--- config.mk ---
export PLATFORM = sky130hd
export DESIGN_NAME = reg_serializer
export DESIGN_NICKNAME = d
export VERILOG_FILES = /design/src/rtl/reg_ser_pkg.sv /design/src/rtl/bit_timer.sv /design/src/rtl/reg_serializer.sv
export SDC_FILE = /design/constraint.sdc
export NUM_CORES = 1
export LEC_CHECK = 0
export BUFFER_PORTS_ARGS = -buffer_cell sky130_fd_sc_hd__buf_4
export CAP_MARGIN = 5
export CORE_MARGIN = 3
export CORE_UTILIZATION = 49
export CTS_CLUSTER_DIAMETER = 60
export CTS_CLUSTER_SIZE = 8
export DETAILED_ROUTE_END_ITERATION = 8
export GPL_TIMING_DRIVEN = 0
export MAX_ROUTING_LAYER = met4
export PLACE_DENSITY = 0.75
export SLEW_MARGIN = 20
export SYNTH_ARGS = -nofsm -noshare
export SYNTH_HDL_FRONTEND = slang
export SYNTH_SLANG_ARGS = --single-unit
--- constraint.sdc ---
create_clock -name clk -period 1.65 [get_ports clk]
set_input_delay 0.165 -clock clk [delete_from_list [all_inputs] [get_ports clk]]
set_output_delay 0.165 -clock clk [all_outputs]
set_load 0.005 [all_outputs]
--- src/rtl/reg_ser_pkg.sv ---
// Shared types and default sizing for the register-path serializer.
package reg_ser_pkg;

  typedef enum logic {IDLE, SHIFT} ser_state_t;

  localparam int DEF_WIDTH      = 8;
  localparam int DEF_BIT_CYCLES = 1;

endpackage

--- src/rtl/bit_timer.sv ---
// Bit-period timer: tick marks the last enabled cycle of each bit while run is high.
module bit_timer
  import reg_ser_pkg::*;
#(
  parameter int BIT_CYCLES = DEF_BIT_CYCLES
) (
  input  logic clk,
  input  logic rst_,
  input  logic enable,
  input  logic run,
  output logic tick
);

  localparam int CW = $clog2(BIT_CYCLES) + 1;

  logic [CW-1:0] cnt;

  assign tick = run && enable && (cnt == CW'(BIT_CYCLES - 1));

  // Count restarts at every bit boundary and stays parked at zero between frames.
  always_ff @(posedge clk or negedge rst_) begin
    if (!rst_) begin
      cnt <= '0;
    end else if (enable) begin
      if (!run || tick) cnt <= '0;
      else              cnt <= cnt + 1'b1;
    end
  end

endmodule

--- src/rtl/reg_serializer.sv ---
// Parallel-in, serial-out transmitter with valid/ready intake and a global stall enable.
module reg_serializer
  import reg_ser_pkg::*;
#(
  parameter int WIDTH      = DEF_WIDTH,
  parameter int BIT_CYCLES = DEF_BIT_CYCLES,
  parameter bit MSB_FIRST  = 1'b1
) (
  input  logic             clk,
  input  logic             rst_,
  input  logic             enable,
  input  logic [WIDTH-1:0] data,
  input  logic             valid,
  output logic             ready,
  output logic             sout,
  output logic             sframe,
  output logic             done
);

  localparam int BW = $clog2(WIDTH);

  ser_state_t       state, state_next;
  logic [WIDTH-1:0] shreg, shifted;
  logic [BW-1:0]    bit_cnt;
  logic             tick, accept, last_bit, running;

  function automatic logic lead_bit(input logic [WIDTH-1:0] w);
    return MSB_FIRST ? w[WIDTH-1] : w[0];
  endfunction

  assign ready    = (state == IDLE) && enable && rst_;
  assign accept   = valid && ready;
  assign running  = (state == SHIFT);
  assign last_bit = (bit_cnt == BW'(WIDTH - 1));
  assign shifted  = MSB_FIRST ? {shreg[WIDTH-2:0], 1'b0} : {1'b0, shreg[WIDTH-1:1]};

  bit_timer #(
    .BIT_CYCLES(BIT_CYCLES)
  ) u_timer (
    .clk   (clk),
    .rst_  (rst_),
    .enable(enable),
    .run   (running),
    .tick  (tick)
  );

  always_ff @(posedge clk or negedge rst_) begin
    if (!rst_) state <= IDLE;
    else       state <= state_next;
  end

  always_comb begin
    state_next = state;
    case (state)
      IDLE:    if (accept) state_next = SHIFT;
      SHIFT:   if (tick && last_bit) state_next = IDLE;
      default: state_next = IDLE;
    endcase
  end

  // done is cleared unconditionally so it stays a single pulse even under a stall.
  always_ff @(posedge clk or negedge rst_) begin
    if (!rst_) begin
      shreg   <= '0;
      bit_cnt <= '0;
      sout    <= 1'b0;
      sframe  <= 1'b0;
      done    <= 1'b0;
    end else begin
      done <= 1'b0;
      if (accept) begin
        shreg   <= data;
        sout    <= lead_bit(data);
        sframe  <= 1'b1;
        bit_cnt <= '0;
      end else if (tick) begin
        shreg <= shifted;
        if (last_bit) begin
          sout    <= 1'b0;
          sframe  <= 1'b0;
          done    <= 1'b1;
          bit_cnt <= '0;
        end else begin
          sout    <= lead_bit(shifted);
          bit_cnt <= bit_cnt + 1'b1;
        end
      end
    end
  end

endmodule

; Yosys cells after proc, flatten, opt, wreduce, memory -nomap -nowiden
; Cells that the tools add are included.
[op_classes]
mux = 18
n_reduce_logical = 11
bitwise = 2
magnitude_cmp = 0
n_div = 0
shifts = 0
mul = 0
n_eq_ne = 1
add_sub_neg = 2
[op_table]
columns = op, n
row1 = $mux W7, 2
row2 = $mux W1, 12
row3 = $mux W3, 3
row4 = $logic_and A1 B1 Y1, 6
row5 = $reduce_bool A2 Y1, 2
row6 = $add A3 B1 Y3 const B, 1
row7 = $eq A3 B3 Y1 const B, 1
row8 = $not A1 Y1, 2
row9 = $pmux W1 S2, 1
row10 = $reduce_and A2 Y1, 1
row11 = $add A1 B1 Y1 const B, 1
row12 = $logic_not A1 Y1, 1
row13 = $logic_or A1 B1 Y1, 1
[word_totals]
rom_bits = 0
latch_bits = 0
ff_bits = 15
in_bits = 12
mem_bits_rw = 0
n_memories = 0
output_inout_bits = 4

; Depth between registers and ports, before layout
; Gate-level depths: netlist (run 1).
[depth]
word_depth = 6
depth_mapped = 5
mapped_depth_nobuf = 5

; Cells and area by module
; Synthesis (run 1) repeated with hierarchy kept, for this count alone.
[hier_totals]
cells_unflattened = 64
area_unflattened_um2 = 694.4
[by_module_without_submodules]
columns = mod, cells_per_inst, n_inst, area_per_inst_um2, seq_area_each_um2
row1 = reg_serializer, 61, 1, 654.4, 350.3
row2 = bit_timer, 3, 1, 40.0, 25.0

; Worst setup path before layout (run 1)
; No wires, ideal clock.
[synth_timing]
path_type = reg-to-reg
startpoint = register u_timer.cnt
endpoint = register shreg[1]
arrival_ns = 1.208
path_buffers = 0
period_less_slack_ns = 1.333
path_stages_with_launch = 4
setup_time_ns = 0.125
required_time_ns = 1.525
slack_ns = 0.317
path_cell_list = dfrtp_1 > and3b_4 > mux2_2 > mux2_2
[synth_via]
elab_chain_cells = 3
[synth_lines]
columns = element, line
row1 = "start, declared", bit_timer.sv:16  ; logic [CW-1:0] cnt;
row2 = "start signal, assigned", bit_timer.sv:26  ; else cnt <= cnt + 1'b1;
row3 = $not A1 Y1, bit_timer.sv:18  ; assign tick = run && enable && (cnt == CW'(BIT_CYCLES - 1));
row4 = $logic_and A1 B1 Y1, bit_timer.sv:18
row5 = $reduce_bool A2 Y1 (no source line), n/a
row6 = "end signal, assigned", reg_serializer.sv:72  ; shreg <= data;
row7 = "end signal, assigned", reg_serializer.sv:77  ; shreg <= shifted;
row8 = "end, declared", reg_serializer.sv:23  ; logic [WIDTH-1:0] shreg, shifted;
; Every way passes these cells.
; A chain may end at the register's enable or synchronous reset.

; Worst setup path after layout (run 1)
[layout_timing]
startpoint = input rst_
endpoint = register shreg[5]
[layout_via]
elab_chain_cells = 3
elab_cells_between_ends = 4
cone_classes = mux (1) / reduce/logical (3)
[layout_lines]
columns = element, line
row1 = "start, declared", reg_serializer.sv:10  ; input logic rst_,
row2 = $logic_and A1 B1 Y1 *, reg_serializer.sv:31  ; assign ready = (state == IDLE) && enable && rst_;
row3 = $logic_and A1 B1 Y1 *, reg_serializer.sv:32  ; assign accept = valid && ready;
row4 = $mux W7 or $reduce_bool A2 Y1 (tied branches), n/a
; Every way passes the cells marked *; elsewhere a longest branch is shown, timed or not.

==> reports/qor.csv, run 1 <==
stage,metric,value,unit
setup_path,path_cells,dlygate4sd3_1 -> buf_4 -> and4b_4 -> buf_6 -> mux2_2,
route,vias,458,
setup_path,reg2reg_depth,3,
clock_network,cts_buffers,3,
timing,grt_setup_unrepaired,no,
route,routed_wl,1157,µm
hold_path,hold_path.startpoint,enable,
setup_path,worst_path_max_delay_cell,dlygate4sd3_1,
clock_network,cts_root_buf,clkbuf_4,
clock_network,cts_tree,done,
timing,period_share,92.99,%
timing,setup_ws,115.6,ps
outcome,status,finished clean,
floorplanning,start_util,56.25,%
setup_path,critPathMaxStageDelay,530,ps
setup_path,path_max_fanout,17,
clock_network,h-tree-depth,1,
pwr,cellLeakagePower,0.4633,nW
timing,max_clock_freq,651.7,MHz
clock_network,post_cts_buffers,0,
global_route,grt_usage,14.66,%
cells_and_area,seqCellArea,375.4,µm²
setup_path,endpoint_kind,flop,
timing,slew_headroom,86.24,%
placed_design,port_buffers,15,
setup_path,path_class,input pin to flop,
cells_and_area,num-fill-cells,90,
hold_path,hold-path-endpoint,u_timer.cnt,
placed_design,finalWeightedCongestion,0.7032,
timing,hold_viol,0,
timing,finalClockSkew,12.30,ps
setup_path,regToRegStartpoint,running,
cells_and_area,area_delta_synth_final,24.81,%
setup_path,r2r_slack,260,ps
cells_and_area,nets,84,
pwr,power_density,1411,mW/mm²
floorplanning,die_h,43.14,µm
setup_path,r2r-end,shreg[5],
yosys,yosysSeqAreaShare,55.56,%
global_route,grt_max_degree,18,
timing,setup_violations,0,
global_route,antenna_found_initial,0,
pwr,p_total,0.001190,W
flow_run,drv_cap,0,
floorplanning,die_width,43.14,µm
setup_path,cp.required,1830,ps
cells_and_area,drive_gt1_share,43.48,%
timing,setup_tns,0,ps
yosys,syn_inst,49,
route,drt_iter0_markers,5,
hold_path,hp-class,input pin to flop,
route,antenna_left,0,
timing,tightest_slew,206.3,ps
clock_network,clk_pin_slew_worst_paths,80,ps
route,wl_per_cell,13.94,µm
pwr,ir_worst_vdd,712.3,µV
clock_network,clockBufferDepth,2,
floorplanning,die_area,0.001861,mm²
yosys,syn_area_per_cell,13.79,µm²
yosys,ys_warn_count,0,
route,vias_per_cell,5.518,
floorplanning,core_area,0.001201,mm²
global_route,grt_pass1_vias,427,
floorplanning,io_pins,16,
clock_network,clock_latency,300,ps
setup_path,worstPathArrival,1710,ps
route,dr.pass1.iters,4,
placed_design,hpwl,833.6,µm
timing,drv_slew,0,
route,drc,0,
placed_design,pre_cts_ws,288.9,ps
yosys,syn_area,675.6,µm²
global_route,overflow,0,
cells_and_area,diodes,0,
timing,fin_crit,1534,ps
floorplanning,rows,12,
cells_and_area,multi_input_area,270.3,µm²
yosys,syn_nets,63,
yosys,synth.ff_latch_count,15,
setup_path,start_kind,input pin,
hold_path,min_path_cells,2,
yosys,synth_cell_types,19,
global_route,grt_pass1_wl,1869,µm
clock_network,clock_sinks,15,
==> critical path: cells and delay by family <==
kind / cells / cell delay [ps]
buffers and inverters: 3 / 920
multiplexers: 1 / 330
AND/OR/NAND/NOR: 1 / 300
==> area by class of cell <==
cell class | count | share of cell area (%)
timing repair buffer | 16 | 14.54
tap | 14 | 2.077
clock buffer | 3 | 2.671
inverter | 2 | 0.8902
clock inverter | 1 | 0.5935
multi-input combinational | 30 | 32.05
buffer | 2 | 2.671
sequential | 15 | 44.51
==> what timing repair did <==
item | CTS | global route
gates resized for setup | 0 | 0
hold buffers | 1 | 0
hold endpoints to repair | 15 | 0
==> metrics by stage <==
step	hold WS, ps	cell area, µm²	util [%]	std cells
after floorplan	-130.6	675.6	-	49
after global placement	33.82	805.8	67.08	78
after detailed placement	32.08	805.8	67.08	78
after CTS	34.26	843.3	70.21	83
after global routing	43.77	843.3	70.21	83
final	51.51	843.3	70.21	83
==> worst max path at each step <==
stage | start | endpoint
3_3_place_gp | u_timer.cnt | shreg[5]
2_1_floorplan | u_timer.cnt | shreg[1]
5_1_grt | rst_ | shreg[5]
3_5_place_dp | u_timer.cnt | shreg[5]
4_1_cts | rst_ | shreg[5]
6_report | rst_ | shreg[5]
==> cell usage after synthesis (all sizes together) <==
cell	instances	area share [%]
dfrtp	15	56
inv	2	1.1
a21o	6	6.9
and3b	2	3.3
nor2b	1	0.93
and4b	1	2.0
mux2	4	6.7
a22o	6	7.8
ha	2	3.7
a32o	1	1.5
and3	1	0.93
nor2	3	2.8
buf	2	3.3
mux2i	1	1.5
nand2	1	0.56
a221o	1	1.5
==> state kept, by name, summed over array words and instances (netlist names) <==
signal / count
bit_cnt: 3
running: 1
sframe: 1
done: 1
sout: 1
u_timer.cnt: 1
shreg: 7
==> power breakdown <==
part           switching, W  internal, W  leakage [nW]
Sequential        0.0000776     0.000501         0.193
Combinational      0.000151     0.000248         0.253
Clock              0.000122    0.0000903        0.0177
Total              0.000351     0.000839         0.463
==> placed cells by master (no fill, tap or decap) <==
cell type / instances
a21o_1: 5
a21o_2: 1
a221o_1: 1
a22o_1: 6
a32o_1: 1
and3_1: 1
and3b_2: 1
and3b_4: 1
and4b_4: 1
buf_4: 15
buf_6: 2
clkbuf_4: 3
clkinv_2: 1
dfrtp_1: 15
dlygate4sd3_1: 1
ha_1: 2
inv_1: 2
mux2_2: 4
mux2i_1: 1
nand2_1: 1
nor2_1: 2
nor2_4: 1
nor2b_1: 1
==> metal layers <==
metal	vias to the layer above	wire [µm]	global-route usage (%)	share of wire, %
met1	220	522	16.67	45
met2	12	525	20.06	45
met3	4	79	7.627	6.8
met4	0	29	9.036	2.5
li1	222	-	-	-
met5	-	0	-	0
==> logic make-up after synthesis <==
logic type / synth area share, %
and+or+nand+nor: 10.56
DFF: 55.56
buffers and inverters: 4.445
adders and majority gates: 3.703
muxes: 8.148
AOI/OAI and AO/OA: 17.59
No activity file was read; power rests on OpenSTA's default activity.
==> inputs of run 2 (changes only) <==
--- a/config.mk
+++ b/config.mk
@@ -8,14 +8,16 @@
 export BUFFER_PORTS_ARGS = -buffer_cell sky130_fd_sc_hd__buf_4
 export CAP_MARGIN = 5
 export CORE_MARGIN = 3
-export CORE_UTILIZATION = 49
+export CORE_UTILIZATION = 50
+export CTS_BUF_LIST = sky130_fd_sc_hd__clkbuf_4 sky130_fd_sc_hd__clkbuf_8 sky130_fd_sc_hd__clkbuf_16
 export CTS_CLUSTER_DIAMETER = 60
 export CTS_CLUSTER_SIZE = 8
 export DETAILED_ROUTE_END_ITERATION = 8
 export GPL_TIMING_DRIVEN = 0
 export MAX_ROUTING_LAYER = met4
-export PLACE_DENSITY = 0.75
+export PLACE_DENSITY = 0.76
 export SLEW_MARGIN = 20
 export SYNTH_ARGS = -nofsm -noshare
 export SYNTH_HDL_FRONTEND = slang
+export SYNTH_HIERARCHICAL = 1
 export SYNTH_SLANG_ARGS = --single-unit
==> run 2 against run 1 <==
Against the previous run:
- sequential share of layout area shrank 1.1 points
- first-iteration DRC count rose by 80%
- non-clock buffer count increased by 1
- sequential power down 0.7%
- synthesized area rose by 2.8%
- design area increased by 2.5%
- wire length increased by 0.95%
- global-route usage up 0.64 points
- critical endpoint is now shreg[3]
- highest routed layer unchanged
==> reports/qor.csv, run 2 <==
stage,metric,value,unit,change
yosys,syn_nets,78,,+24%
timing,setup_tns,0,ps,unchanged
timing,hold_viol,0,,unchanged
cells_and_area,largest_reg_flops,7,,unchanged
yosys,synthTopCellsByArea,"dfrtp_1, mux2i_1, nand2_1",,
timing,drv_slew,0,,unchanged
route,dr.pass1.iters,4,,unchanged
setup_path,path_max_fanout,18,,+1
cells_and_area,utilization,71.98,%,+1.8 points
yosys,ys_warn_count,6,,+6
clock_network,clock_latency,280,ps,-20 ps
outcome,status,finished clean,,
yosys,synth_top_area_cell,dfrtp_1,,
yosys,synth_top_area_share,54.05,%,-1.5 points
global_route,grt_pass1_wl,2049,µm,+9.6%
pwr,cellLeakagePower,0.4387,nW,-5.3%
route,vias,510,,+11%
setup_path,start_kind,input pin,,
route,drt_iter0_markers,9,,+4
clock_network,clockBufferDepth,2,,unchanged
yosys,ys_top_cells_by_count,"dfrtp_1, nand2_1, mux2i_1",,
floorplanning,die_width,43.27,µm,+0.30%
setup_path,endpoint_kind,flop,,
global_route,grt_usage,15.30,%,+0.64 points
floorplanning,start_util,57.81,%,+1.6 points
yosys,ys.flop_type,dfrtp_1,,
placed_design,port_buffers,15,,unchanged
yosys,syn_inst,64,,+31%
yosys,async_flop_share,100.0,%,unchanged
floorplanning,core_area,0.001201,mm²,unchanged
cells_and_area,drive_gt1_share,26.19,%,-17 points
cells_and_area,reg_top3,"shreg (7), bit_cnt (3)",,
timing,finalClockSkew,5.422,ps,-6.874 ps
route,vias_per_cell,5.204,,-5.7%
cells_and_area,mostFrequentLayoutCells,"buf_4, dfrtp_1, nand2_1",,
global_route,grt_max_degree,19,,+1
floorplanning,die_h,43.27,µm,+0.30%
floorplanning,io_pins,16,,unchanged
clock_network,cts_buffers,3,,unchanged
global_route,grt_pass1_vias,471,,+10%
timing,fin_crit,1389,ps,-144.9 ps
yosys,syn_area,694.4,µm²,+2.8%
timing,period_share,84.21,%,-8.8 points
yosys,synth.ff_latch_count,15,,unchanged
setup_path,reg2reg_depth,4,,+1
clock_network,h-tree-depth,1,,unchanged
hold_path,hp-class,input pin to flop,,
route,drc,0,,unchanged
yosys,synth_enable_flop_cells,0,,unchanged
route,routed_wl,1168,µm,+0.95%
clock_network,post_cts_buffers,0,,unchanged
route,antenna_left,0,,unchanged
setup_path,worstPathArrival,1550,ps,-160 ps
flow_run,drv_cap,0,,unchanged
cells_and_area,final_common_cell,buf_4,,
placed_design,finalWeightedCongestion,0.7122,,+1.3%
clock_network,cts_tree,done,,
setup_path,r2r_slack,290,ps,+30 ps
pwr,power_density,1353,mW/mm²,-4.1%
yosys,synth.most_common_cell,dfrtp_1,,
yosys,synth_cell_types,17,,-2
timing,tightest_slew,225.4,ps,+19.06 ps
hold_path,min_path_cells,2,,unchanged
placed_design,hpwl,844,µm,+1.2%
timing,max_clock_freq,719.7,MHz,+10%
cells_and_area,top_register,shreg,,
clock_network,cts_root_buf,clkbuf_4,,
pwr,p_total,0.001170,W,-1.7%
cells_and_area,nets,99,,+18%
timing,slew_headroom,84.89,%,-1.4 points
pwr,ir_worst_vdd,802.6,µV,+13%
cells_and_area,diodes,0,,unchanged
yosys,syn_area_per_cell,10.85,µm²,-21%
setup_path,path_class,input pin to flop,,
cells_and_area,area_delta_synth_final,24.50,%,
route,wl_per_cell,11.92,µm,-15%
clock_network,clk_pin_slew_worst_paths,80,ps,about the same
floorplanning,die_area,0.001872,mm²,+0.60%
global_route,antenna_found_initial,0,,unchanged
timing,grt_setup_unrepaired,no,,
floorplanning,rows,12,,unchanged
yosys,yosysSeqAreaShare,54.05,%,-1.5 points
clock_network,clock_sinks,15,,unchanged
setup_path,cp.required,1810,ps,-20 ps
timing,setup_violations,0,,unchanged
global_route,overflow,0,,unchanged
run 2: cells by family after synthesis:
kind of cell | Yosys count | synth area share (%)
AOI/OAI and AO/OA | 7 | 5.226
adders and majority gates | 2 | 3.603
buffers and inverters | 3 | 4.865
DFF | 15 | 54.05
muxes | 9 | 12.97
and+or+nand+nor | 28 | 19.28
run 2: worst paths after layout:
check	start	to
max in group asynchronous	rst_	bit_cnt[2]
setup reg to reg	u_timer/cnt	shreg[6]
hold reg to reg	sframe	sframe
min in group asynchronous	rst_	u_timer/cnt
hold / removal	enable	u_timer/cnt
setup / recovery	rst_	shreg[3]
run 2: metal layers:
layer | vias to the layer above | track usage (%) | wire length [µm]
met5 | - | - | 0
met4 | 0 | 5.422 | 16
met3 | 5 | 6.356 | 84
met2 | 15 | 22.12 | 518
met1 | 234 | 19.10 | 549
li1 | 256 | - | -
run 2: cell type report:
type,instances,area (µm²)
Buffer,3,33.78
Timing Repair Buffer,16,122.6
Fill cell,100,336.6
Multi-Input combinational cell,46,285.3
Clock buffer,4,30.03
Sequential cell,15,375.4
Tap cell,14,17.52
run 2: report_power, final:
part	switching [W]	total [W]	leakage, nW	internal [W]
clock network	0.000108	0.000219	0.0184	0.000110
registers	0.0000755	0.000574	0.191	0.000498
logic	0.000171	0.000377	0.229	0.000206
total	0.000355	0.00117	0.439	0.000815
run 2: through the flow:
step | area, µm² | hold WS [ps] | worst slack, ps | instances
final | 864.6 | 55.01 | 260.5 | 98
after global routing | 864.6 | 44.12 | 180.6 | 98
after CTS | 864.6 | 43.25 | 250.2 | 98
after detailed placement | 824.5 | 32.79 | 277.4 | 93
after global placement | 824.5 | 34.61 | 343.7 | 93
after floorplan | 694.4 | -130.6 | 462.2 | 64
run 2: what timing repair did:
item / CTS / global route
gates resized for setup: 0 / 0
hold endpoints to repair: 15 / 0
hold buffers: 1 / 0
run 2: worst max-delay path, stage by stage:
cell and delay [ps]:
dlygate4sd3_1 540, buf_4 210, and4b_1 240, buf_6 140, buf_8 130, nand2_1 60
o21ai_0 70
